<file path="src/rtl/vend_pkg.sv">
// Shared types and constants for the vending controller.
// Holds the controller state encoding and the coin-code values.
// No logic lives here.
package vend_pkg;

   typedef enum logic [1:0] {
      IDLE    = 2'd0,
      COLLECT = 2'd1,
      VEND    = 2'd2,
      CHANGE  = 2'd3
   } state_t;

   localparam logic [1:0] COIN_A   = 2'd0;
   localparam logic [1:0] COIN_B   = 2'd1;
   localparam logic [1:0] COIN_C   = 2'd2;
   localparam logic [1:0] COIN_BAD = 2'd3;

endpackage

</file>
<file path="src/rtl/vend_coin_lut.sv">
// Coin decoder: maps a coin code to its credit value and a legal flag.
// Purely combinational, zero latency.
// No flow control; the caller decides what to do with an illegal code.
module vend_coin_lut
   import vend_pkg::*;
#(
   parameter int CREDIT_W = 8,
   parameter int VAL0     = 5,
   parameter int VAL1     = 10,
   parameter int VAL2     = 25
) (
   input  logic [1:0]          coin_sel,
   output logic [CREDIT_W-1:0] coin_val,
   output logic                coin_legal
);

   // decode the coin code; the unused code reports value 0 and illegal
   always_comb begin
      coin_val   = '0;
      coin_legal = 1'b0;
      case (coin_sel)
         COIN_A: begin
            coin_val   = CREDIT_W'(VAL0);
            coin_legal = 1'b1;
         end
         COIN_B: begin
            coin_val   = CREDIT_W'(VAL1);
            coin_legal = 1'b1;
         end
         COIN_C: begin
            coin_val   = CREDIT_W'(VAL2);
            coin_legal = 1'b1;
         end
         default: begin
            coin_val   = '0;
            coin_legal = 1'b0;
         end
      endcase
   end

endmodule

</file>
<file path="src/rtl/vend_ctrl.sv">
// Vending controller: accumulates coin credit, releases a product, returns change/refunds.
// All outputs registered; a coin's effect is visible one cycle after the accepting edge.
// Change is held on change_valid/change_amt until change_ready; coins arriving meanwhile are rejected.
module vend_ctrl
   import vend_pkg::*;
#(
   parameter int CREDIT_W = 8,
   parameter int PRICE    = 15,
   parameter int VAL0     = 5,
   parameter int VAL1     = 10,
   parameter int VAL2     = 25
) (
   input  logic                clk,
   input  logic                rst,
   input  logic                coin_valid,
   input  logic [1:0]          coin_sel,
   input  logic                cancel,
   input  logic                change_ready,
   output logic                dispense_prod,
   output logic                coin_reject,
   output logic                change_valid,
   output logic [CREDIT_W-1:0] change_amt,
   output logic [CREDIT_W-1:0] credit
);

   localparam logic [CREDIT_W-1:0] PRICE_C    = CREDIT_W'(PRICE);
   localparam logic [CREDIT_W:0]   MAX_CREDIT = {1'b0, {CREDIT_W{1'b1}}};

   state_t              state;
   state_t              state_n;
   logic [CREDIT_W-1:0] coin_val;
   logic                coin_legal;
   logic [CREDIT_W:0]   credit_sum;
   logic                coin_ok;
   logic                cancel_now;
   logic [CREDIT_W-1:0] credit_n;
   logic [CREDIT_W-1:0] change_amt_n;
   logic                reject_n;
   logic                dispense_n;
   logic                change_valid_n;

   vend_coin_lut #(
      .CREDIT_W (CREDIT_W),
      .VAL0     (VAL0),
      .VAL1     (VAL1),
      .VAL2     (VAL2)
   ) u_coin_lut (
      .coin_sel   (coin_sel),
      .coin_val   (coin_val),
      .coin_legal (coin_legal)
   );

   // one extra bit so an overflowing sum is detectable rather than wrapping
   assign credit_sum = {1'b0, credit} + {1'b0, coin_val};
   assign coin_ok    = coin_valid && coin_legal && (credit_sum <= MAX_CREDIT);
   // a refund only makes sense while some credit is held and nothing is in flight
   assign cancel_now = cancel && (state == COLLECT);

   // state and all outputs are registered together so outputs never glitch
   always_ff @(posedge clk or posedge rst) begin
      if (rst) begin
         state         <= IDLE;
         credit        <= '0;
         change_amt    <= '0;
         dispense_prod <= 1'b0;
         coin_reject   <= 1'b0;
         change_valid  <= 1'b0;
      end else begin
         state         <= state_n;
         credit        <= credit_n;
         change_amt    <= change_amt_n;
         dispense_prod <= dispense_n;
         coin_reject   <= reject_n;
         change_valid  <= change_valid_n;
      end
   end

   // next-state selection: cancel beats a coin, vend lasts exactly one cycle
   always_comb begin
      state_n = state;
      case (state)
         IDLE, COLLECT: begin
            if (cancel_now) begin
               state_n = CHANGE;
            end else if (coin_ok) begin
               if (credit_sum[CREDIT_W-1:0] >= PRICE_C)
                  state_n = VEND;
               else if (credit_sum[CREDIT_W-1:0] == '0)
                  state_n = IDLE;
               else
                  state_n = COLLECT;
            end
         end
         VEND: begin
            state_n = (credit == PRICE_C) ? IDLE : CHANGE;
         end
         CHANGE: begin
            if (change_ready)
               state_n = IDLE;
         end
         default: state_n = IDLE;
      endcase
   end

   // next values of the registered outputs, derived from current state and next state
   always_comb begin
      credit_n     = credit;
      change_amt_n = change_amt;
      reject_n     = 1'b0;
      case (state)
         IDLE, COLLECT: begin
            if (cancel_now) begin
               change_amt_n = credit;
               reject_n     = coin_valid;
            end else if (coin_valid) begin
               if (coin_ok)
                  credit_n = credit_sum[CREDIT_W-1:0];
               else
                  reject_n = 1'b1;
            end
         end
         VEND: begin
            // remainder becomes both the kept credit and the change to pay out
            credit_n     = credit - PRICE_C;
            change_amt_n = credit - PRICE_C;
            reject_n     = coin_valid;
         end
         CHANGE: begin
            reject_n = coin_valid;
            if (change_ready) begin
               credit_n     = '0;
               change_amt_n = '0;
            end
         end
         default: begin
            credit_n     = '0;
            change_amt_n = '0;
         end
      endcase
      dispense_n     = (state_n == VEND);
      change_valid_n = (state_n == CHANGE);
   end

endmodule

</file>
<file path="config.mk">
export PLATFORM = sky130hd
export DESIGN_NAME = vend_ctrl
export DESIGN_NICKNAME = d
export VERILOG_FILES = /design/src/rtl/vend_pkg.sv /design/src/rtl/vend_coin_lut.sv /design/src/rtl/vend_ctrl.sv
export SDC_FILE = /design/constraint.sdc
export NUM_CORES = 1
export LEC_CHECK = 0
export CAP_MARGIN = 25
export CORE_ASPECT_RATIO = 1.75
export CORE_UTILIZATION = 57
export DETAILED_ROUTE_END_ITERATION = 12
export PLACE_DENSITY = 0.92
export SYNTH_ARGS = -nofsm -noshare
export SYNTH_HDL_FRONTEND = slang
export SYNTH_SLANG_ARGS = --single-unit
</file>
<file path="constraint.sdc">
create_clock -name clk -period 6.1 [get_ports clk]
set_input_delay 0.915 -clock clk [delete_from_list [all_inputs] [get_ports clk]]
set_output_delay 0.915 -clock clk [all_outputs]
set_load 0.02 [all_outputs]
</file>
==> run metrics, run 1 <==
commonest cells after routing, fill and taps aside nor2_1, a21oi_1, clkdlybuf4s50_1; Max transition margin 36.0%; antenna-violating nets left 0; Hold Path Class reg2reg; total CTS buffers 3; Least-Margin Pin Slew 953 ps; f_max 261 MHz; Max FO, Critical Path 14; Clock Sinks 21; clock root buffer clkbuf_8; worst r2r path cells 9; min cycle time layout 3830 ps; Die H 70.2 um; peak supply drop 0.295 mV; CP Capture Type register; Setup crit start kind input port; routability cong. 0.897; Resize count post-CTS 0; core footprint 2490 um2; Final Setup Violations 0; Worst Hold Depth 2; Yosys top cell area share 34.7%; Cells after Synth 180; Crit Path Class in2reg; cell area after layout 1810 um2; Net Count, Synth 199; Buf+Inv Stages, Crit Path 3; clock power share 8.8%; WP data required 6280 ps; main area contributors after synthesis dfrtp_1, ha_1, a21oi_1; ANT cells 0; Routed WL per cell 16.5 um; #FFs+latches synth 21; DRC Markers 0; Post-synth EDFFs 0; initial antenna violation count 0; via count 1,443; outcome complete, no violations; Pre-Repair DR Iteration Count 4; sw power 0.510 mW; warnings from Yosys 0; Synth area leader dfrtp_1; hold_buf cts 0; Slew Limit Fails 0; Netlist cell types 50; top cell family by delay on the critical path compound AO/OA/AOI/OAI gates; sequential share of power 30.3%; drt initial violations 76; Leakage 0.775 nW; grt ovf 0; CP cell instances clkdlybuf4s50_1 > inv_1 > ha_1 > or2_2 > ha_1 > inv_1 > fa_1 > nor2b_1 > o221a_2 > o2111ai_4 > a32oi_2 > or4_1 > o211ai_2; crit-path max cell delay 520 ps; Initial Utilization 60.7%; Comb power frac 60.9%; hpwl dp 2840 um; htree depth 1; Area Growth Syn to Fin 19.7%; count of final hold-check violations 0; Sw Ratio 49.5%; Worst path depth 13; vias in the first global route 1,382; asr flop ratio synth 100%; first-pass GRT wire length 6190 um; largest net degree at the start of global routing 22; Fin Setup TNS 0 ps; Port-buffer cells 25; Vias/cell 6.36; fraction of layout cells with a size suffix above 1 5.97%; CP arrival 4010 ps; clock slew at reported path FFs 80 ps; CTS max path bufs 2; FP Rows 24; Tot GR Track Use 30.2%; area post-placement 1770 um2; syn_area_per_cell 8.41 um2; Slowest-stage cell, CP clkdlybuf4s50_1; maxcap violations 0; worst-skew pair later-pin latency 260 ps; Die Area 2870 um2; WL final 3740 um; power density cells 568 nW/um2; NumNets Final 221; clk_skew 4.96 ps; CTS tree done; internal power 0.519 mW; Post-Synthesis Cell Area 1510 um2; die width 41.0 um; I/O pins 26; Period Utilization, post-route 62.8%; post-CTS setup buffer count 0; Seq/Total Area, Yosys 34.7%; unrepaired setup endpoints after global routing false; Synth Flop Type dfrtp_1
==> layer usage <==
layer  global-route usage [%]  share of wire (%)  wire length (um)
met1                     37.0                 37              1370
met2                     50.5                 56              2090
met3                     4.13                5.8               216
met4                     9.63                1.6                59
met5                        0                  0                 0
==> cell type report <==
| cell class | count | area [um2] |
|---|---|---|
| repair buffers | 25 | 250 |
| multi-input cells | 140 | 916 |
| inverters | 11 | 41.3 |
| clock buffers | 3 | 41.3 |
| well taps | 26 | 32.5 |
| fillers | 186 | 681 |
| clock inverters | 1 | 5.00 |
| flip-flops and latches | 21 | 526 |
==> power by group through the flow <==
stage,logic (mW),registers [mW],clock network (mW)
floorplan,0.386,0.335,0
global route,0.689,0.325,0.0986
CTS,0.625,0.307,0.0916
detailed placement,0.622,0.309,0
finish,0.627,0.312,0.0907
global placement,0.606,0.308,0
==> path summary, 6_finish.rpt <==
| kind | startpoint | to | slack, ps |
|---|---|---|---|
| worst max-delay path | coin_sel[0] | credit[6] | 2270 |
| worst min-delay path | change_amt[3] | change_amt[3] | 530 |
| worst max register to register | credit[0] | credit[6] | 3380 |
| worst min register to register | change_amt[3] | change_amt[3] | 530 |
| max in group asynchronous | rst | credit[4] | 4500 |
| min in group asynchronous | rst | change_amt[1] | 1100 |
==> cell families after synthesis <==
family,Yosys count,share of synthesized area [%]
buffers and inverters,19,4.79
AO/OA/AOI/OAI,62,27.6
multiplexers,1,0.744
adder cells (fa/ha/maj),12,10.4
XOR/XNOR,4,2.31
flip-flops,21,34.7
AND/OR/NAND/NOR,61,19.4
==> metrics by stage <==
stage / hold slack [ps] / std cells / power (mW) / util, % / setup slack, ps
global route: 565 / 227 / 1.11 / 72.7 / 2110
detailed placement: 521 / 223 / 0.931 / 70.8 / 2020
CTS: 538 / 227 / 1.02 / 72.7 / 2290
floorplan: 637 / 180 / 0.721 / - / 2930
finish: 529 / 227 / 1.03 / 72.7 / 2270
global placement: 512 / 223 / 0.914 / 70.8 / 2150
==> sequential cells by signal, indices dropped and copies added (netlist names) <==
| register | flops |
|---|---|
| dispense_prod | 1 |
| coin_reject | 1 |
| credit | 8 |
| change_amt | 8 |
| state | 2 |
| change_valid | 1 |
==> cells in the mapped netlist, drive strengths merged, types with 3 or more instances <==
cell     n
a21oi   26
clkbuf   7
dfrtp   21
ha      11
inv     11
nand2   10
nand2b   3
nand3    5
nor2    26
o21ai   13
==> tightest hold or removal path, stage by stage, from the launching register on <==
cell and delay [ps]:
dfrtp_1 350, nor2_1 50, a21oi_1 100
No activity file was read; power rests on OpenSTA's default activity.
==> run 2: changes to the inputs <==
Settings changed: CORE_UTILIZATION 57 to 53, PLACE_DENSITY 0.92 to 0.87.
Clock period 6.1 ns to 3.7 ns, I/O delays scaled along.
==> run 2 against run 1 <==
  * Clock-buffer cell count rose by 1
  * Largest power group unchanged
  * Sequential share of layout area decreased by 0.12 points
  * Critical path depth stayed put
  * Critical path type unchanged
  * Wire length is 2.4% higher
  * Register-to-register slack got worse by 2300 ps
  * Worst setup slack worse by 1900 ps
  * Clock power grew 65%
  * Critical endpoint is now credit[7]
  * Clock skew shrank 2.3 ps
  * Non-clock buffer count increased by 1
  * Sequential power is 65% higher
==> run metrics, run 2 (synthesized netlist as in run 1, its figures left out) <==
Die H 72.7 um (was 70.2 um); Resize count post-CTS 0 (unchanged); antenna-violating nets left 0 (unchanged); utilization after layout 66.9% (was 72.7%); Comb power frac 61.1% (was 60.9%); CP Launch Point coin_sel[0] (unchanged); WL final 3830 um (was 3740 um); Clock Sinks 21 (unchanged); reg2reg setup slack 1030 ps (was 3380 ps); Port-buffer cells 25 (unchanged); grt ovf 0 (unchanged); maxcap violations 0 (unchanged); cell area after layout 1820 um2 (was 1810 um2); Slowest-stage cell, CP clkdlybuf4s50_1 (unchanged); Layout Cells excl Fill 229 (was 227); count of final hold-check violations 0 (unchanged); Reg2Reg Launch Point credit[0] (unchanged); power density cells 942 nW/um2 (was 568 nW/um2); CP arrival 3470 ps (was 4010 ps); internal power 0.864 mW (was 0.519 mW); Period Utilization, post-route 89.6%; I/O pins 26 (unchanged); CTS max path bufs 2 (unchanged); Area Growth Syn to Fin 20.2% (was 19.7%); drt initial violations 100 (was 76); vias in the first global route 1,484 (was 1,382); htree depth 1 (unchanged); NumNets Final 222 (was 221); total CTS buffers 3 (unchanged); Tot GR Track Use 26.9% (was 30.2%); largest net degree at the start of global routing 22 (unchanged); min cycle time layout 3320 ps; hpwl dp 2930 um (was 2840 um); outcome complete, no violations (unchanged); Regs by FF count change_amt x8, credit x8, state x2 (unchanged); area post-placement 1770 um2 (about the same); Leakage 0.778 nW (was 0.775 nW); worst hold start change_amt[3] (unchanged); clk_skew 2.63 ps (was 4.96 ps); initial antenna violation count 0 (unchanged); fill count 240 (was 186); core footprint 2720 um2 (was 2490 um2); FP Rows 25 (was 24); Die Area 3080 um2 (was 2870 um2); Pre-Repair DR Iteration Count 5 (was 4); Critical R2R Capture state[0] (was credit[6]); Vias/cell 6.49 (was 6.36); Final Setup Violations 0 (unchanged); post-CTS setup buffer count 0 (unchanged); die width 42.4 um (was 41.0 um); Sw Ratio 49.5% (about the same); routability cong. 0.902 (was 0.897); WP data required 3850 ps (was 6280 ps); clock slew at reported path FFs 80 ps (about the same); unrepaired setup endpoints after global routing false (unchanged); Initial Utilization 55.6% (was 60.7%); Setup crit start kind input port (unchanged); Buf+Inv Stages, Crit Path 4 (was 3); sw power 0.849 mW (was 0.510 mW); Multi-input gate area 916 um2 (unchanged); CP cell instances clkdlybuf4s50_1 > inv_1 > ha_1 > or2_2 > ha_1 > inv_1 > fa_1 > nor2b_1 > o221a_2 > o2111ai_4 > a32oi_2 > buf_4 > o31ai_1 (was clkdlybuf4s50_1 > inv_1 > ha_1 > or2_2 > ha_1 > inv_1 > fa_1 > nor2b_1 > o221a_2 > o2111ai_4 > a32oi_2 > or4_1 > o211ai_2); crit-path max cell delay 520 ps (about the same); clock root buffer clkbuf_8 (unchanged); Worst Hold Depth 2 (unchanged); Least-Margin Pin Slew 915 ps (was 953 ps); ANT cells 0 (unchanged); fraction of layout cells with a size suffix above 1 5.94% (was 5.97%); Cells after DPL 225 (was 223); DRC Markers 0 (unchanged); top cell family by delay on the critical path compound AO/OA/AOI/OAI gates (unchanged); first-pass GRT wire length 6530 um (was 6190 um); hold_buf cts 0 (unchanged); Max FO, Critical Path 9 (was 14); Fin Setup TNS 0 ps (unchanged); CTS tree done (unchanged); Max transition margin 38.6% (was 36.0%); worst-skew pair later-pin latency 260 ps (about the same); worst r2r path cells 9 (unchanged); Slew Limit Fails 0 (unchanged); clock power share 8.8% (about the same); peak supply drop 0.467 mV (was 0.295 mV); Hold Path Class reg2reg (unchanged); via count 1,487 (was 1,443); commonest cells after routing, fill and taps aside nor2_1, a21oi_1, clkdlybuf4s50_1 (unchanged); f_max 302 MHz; Routed WL per cell 16.7 um (was 16.5 um); hold path endpoint change_amt[3] (unchanged); CP Capture Type register (unchanged); sequential share of power 30.1% (was 30.3%); Crit Path Class in2reg (unchanged); Seq. cell area 526 um2 (unchanged)
-- run 2: metal layers --
layer / share of wire, % / global-route usage, % / wire length [um]
met1: 37 / 30.4 / 1420
met2: 55 / 48.9 / 2100
met3: 4.5 / 1.73 / 173
met4: 3.4 / 14.6 / 130
met5: 0 / 0 / 0
-- run 2: power by group through the flow --
stage               sequential, mW  clock [mW]  combinational, mW
global route                 0.533       0.157               1.14
finish                       0.516       0.150               1.05
CTS                          0.511       0.149               1.04
floorplan                    0.552           0              0.637
detailed placement           0.516           0               1.03
global placement             0.509           0              0.998
-- run 2: layout make-up --
type                            count  share of cell area (%)
Clock buffer                        4                    2.48
Inverter                           11                    2.27
Multi-Input combinational cell    140                    50.3
Sequential cell                    21                    28.9
Tap cell                           27                    1.86
Timing Repair Buffer               26                    14.2
-- run 2: how the worst max path moves through the flow --
| stage | cells after the start | endpoint | slack, ps |
|---|---|---|---|
| finish | 13 | credit[7] | 380 |
| global placement | 13 | credit[6] | 240 |
| detailed placement | 14 | credit[3] | 110 |
| CTS | 13 | credit[7] | 370 |
| global route | 14 | credit[3] | 170 |
| floorplan | 12 | credit[6] | 890 |
-- run 2: metrics by stage --
stage / worst slack (ps) / hold WS (ps) / power [mW]
global placement: 235 / 508 / 1.51
floorplan: 890 / 532 / 1.19
detailed placement: 108 / 522 / 1.54
global route: 172 / 565 / 1.83
CTS: 367 / 537 / 1.70
finish: 384 / 532 / 1.71
-- run 2: tightest hold or removal path: stages, from the launching register on --
cell	delay [ps]
dfrtp_1	340
nor2_1	50
a21oi_1	100
==> run 3: changes to the inputs <==
Settings changed: CORE_MARGIN set to 2, MAX_ROUTING_LAYER set to met4, RECOVER_POWER set to 50.
==> run 3 against run 2 <==
  * First-iteration DRC count is 49% lower
  * Sequential power is 1% lower
  * Total power is 2.4% lower
  * Worst setup slack worse by 52 ps
  * Wire length is 5.3% lower
==> run metrics, run 3 (synthesized netlist as in run 1, its figures left out) <==
sw power 0.825 mW (was 0.849 mW); Die Area 3320 um2 (was 3080 um2); hpwl dp 2820 um (was 2930 um); routability cong. 0.949 (was 0.902); Least-Margin Pin Slew 895 ps (was 915 ps); fraction of layout cells with a size suffix above 1 5.94% (unchanged); drt initial violations 51 (was 100); vias in the first global route 1,422 (was 1,484); I/O pins 26 (unchanged); Layout Cells excl Fill 229 (unchanged); Clock Sinks 21 (unchanged); Hold Path Class reg2reg (unchanged); Resize count post-CTS 0 (unchanged); CP arrival 3540 ps (was 3470 ps); outcome complete, no violations (unchanged); Slew Limit Fails 0 (unchanged); ANT cells 0 (unchanged); Regs by FF count change_amt x8, credit x8, state x2 (unchanged); commonest cells after routing, fill and taps aside nor2_1, a21oi_1, dfrtp_1 (was nor2_1, a21oi_1, clkdlybuf4s50_1); Routed WL per cell 15.8 um (was 16.7 um); Die H 74.7 um (was 72.7 um); core footprint 2720 um2 (unchanged); Tot GR Track Use 25.8% (was 26.9%); clock slew at reported path FFs 70 ps (was 80 ps); min cycle time layout 3370 ps (was 3320 ps); DRC Markers 0 (unchanged); hold path endpoint change_amt[5] (was change_amt[3]); via count 1,437 (was 1,487); GR Layer Usage met2 44.9% (was 48.9%); hold_buf cts 0 (unchanged); count of final hold-check violations 0 (unchanged); Sw Ratio 49.3% (was 49.5%); Final Setup Violations 0 (unchanged); clk_skew 1.35 ps (was 2.63 ps); Max FO, Critical Path 7 (was 9); Crit Path Class in2reg (unchanged); FP Rows 25 (unchanged); clock root buffer clkbuf_8 (unchanged); antenna-violating nets left 0 (unchanged); sequential share of power 30.5% (was 30.1%); Reg2Reg Launch Point credit[0] (unchanged); peak supply drop 0.410 mV (was 0.467 mV); gr busiest metal met2 (unchanged); met3 GRT Util 2.16% (was 1.73%); pre-CTS setup slack 89.5 ps (was 108 ps); Cells after DPL 225 (unchanged); Port-buffer cells 25 (unchanged); Comb power frac 60.7% (was 61.1%); post-CTS setup buffer count 0 (unchanged); Setup WS post-layout 332 ps (was 384 ps); WP data required 3870 ps (was 3850 ps); f_max 297 MHz (was 302 MHz); NumNets Final 222 (unchanged); unrepaired setup endpoints after global routing false (unchanged); die width 44.4 um (was 42.4 um); worst-skew pair later-pin latency 250 ps (was 260 ps); Pre-Repair DR Iteration Count 4 (was 5); Seq. cell area 526 um2 (unchanged); met1 GRT Util 29.0% (was 30.4%); Fin Setup TNS 0 ps (unchanged); worst hold start change_amt[5] (was change_amt[3]); fill count 232 (was 240); clock power share 8.8% (about the same); Period Utilization, post-route 91.0% (was 89.6%); Setup crit start kind input port (unchanged); CTS max path bufs 2 (unchanged); first-pass GRT wire length 6260 um (was 6530 um); Multi-input gate area 916 um2 (unchanged); WL final 3630 um (was 3830 um); internal power 0.848 mW (was 0.864 mW); hold_ws 525 ps (was 532 ps); total CTS buffers 3 (unchanged); CP Capture Type register (unchanged); initial antenna violation count 0 (unchanged); Initial Utilization 55.6% (unchanged); Critical R2R Capture credit[6] (was state[0]); Worst Hold Depth 2 (unchanged); reg2reg setup slack 1030 ps (about the same); htree depth 1 (unchanged); maxcap violations 0 (unchanged); Area Growth Syn to Fin 20.2% (unchanged); Vias/cell 6.28 (was 6.49); grt ovf 0 (unchanged); Leakage 0.785 nW (was 0.778 nW); power density cells 919 nW/um2 (was 942 nW/um2); worst r2r path cells 10 (was 9); Max transition margin 39.9% (was 38.6%); CTS tree done (unchanged); largest net degree at the start of global routing 22 (unchanged)
## run 3: layout make-up
class	count	area share [%]
Sequential cell	21	28.9
Tap cell	27	1.86
Clock buffer	4	2.48
Multi-Input combinational cell	140	50.3
Inverter	11	2.27
Timing Repair Buffer	26	14.2
## run 3: how the worst max path moves through the flow
stage,to,start,depth (start not counted)
after floorplan,credit[6],coin_sel[0],12
after global placement,credit[6],coin_sel[0],13
after detailed placement,credit[6],coin_sel[0],13
after CTS,credit[6],coin_sel[0],13
after global routing,credit[6],coin_sel[0],13
final,credit[6],coin_sel[0],13
## run 3: stage by stage
step | utilization (%) | total power, mW | area [um2]
CTS | 66.9 | 1.69 | 1820
finish | 66.9 | 1.67 | 1820
global route | 66.9 | 1.82 | 1820
detailed placement | 65.2 | 1.54 | 1770
floorplan | - | 1.19 | 1510
global placement | 65.2 | 1.51 | 1770
## run 3: worst max-delay path: stages
cell	delay, ps
clkdlybuf4s50_1	510
inv_1	90
ha_1	220
or2_2	300
ha_1	200
inv_1	70
fa_1	200
nor2b_1	70
o221a_2	270
o2111ai_4	260
a32oi_2	230
or4_1	480
o211ai_2	90
## run 3: layer usage
metal  share of wire (%)  routed length (um)
met4                 3.2                 117
met1                  39                1430
met3                 4.5                 163
met2                  53                1920
met5                   0                   0
## run 3: power by group through the flow
stage	Clock [mW]	Combinational (mW)	Sequential, mW
after floorplan	0	0.637	0.552
after global placement	0	1.01	0.509
final	0.147	1.02	0.510
after detailed placement	0	1.02	0.515
after global routing	0.159	1.13	0.529
after CTS	0.149	1.03	0.509
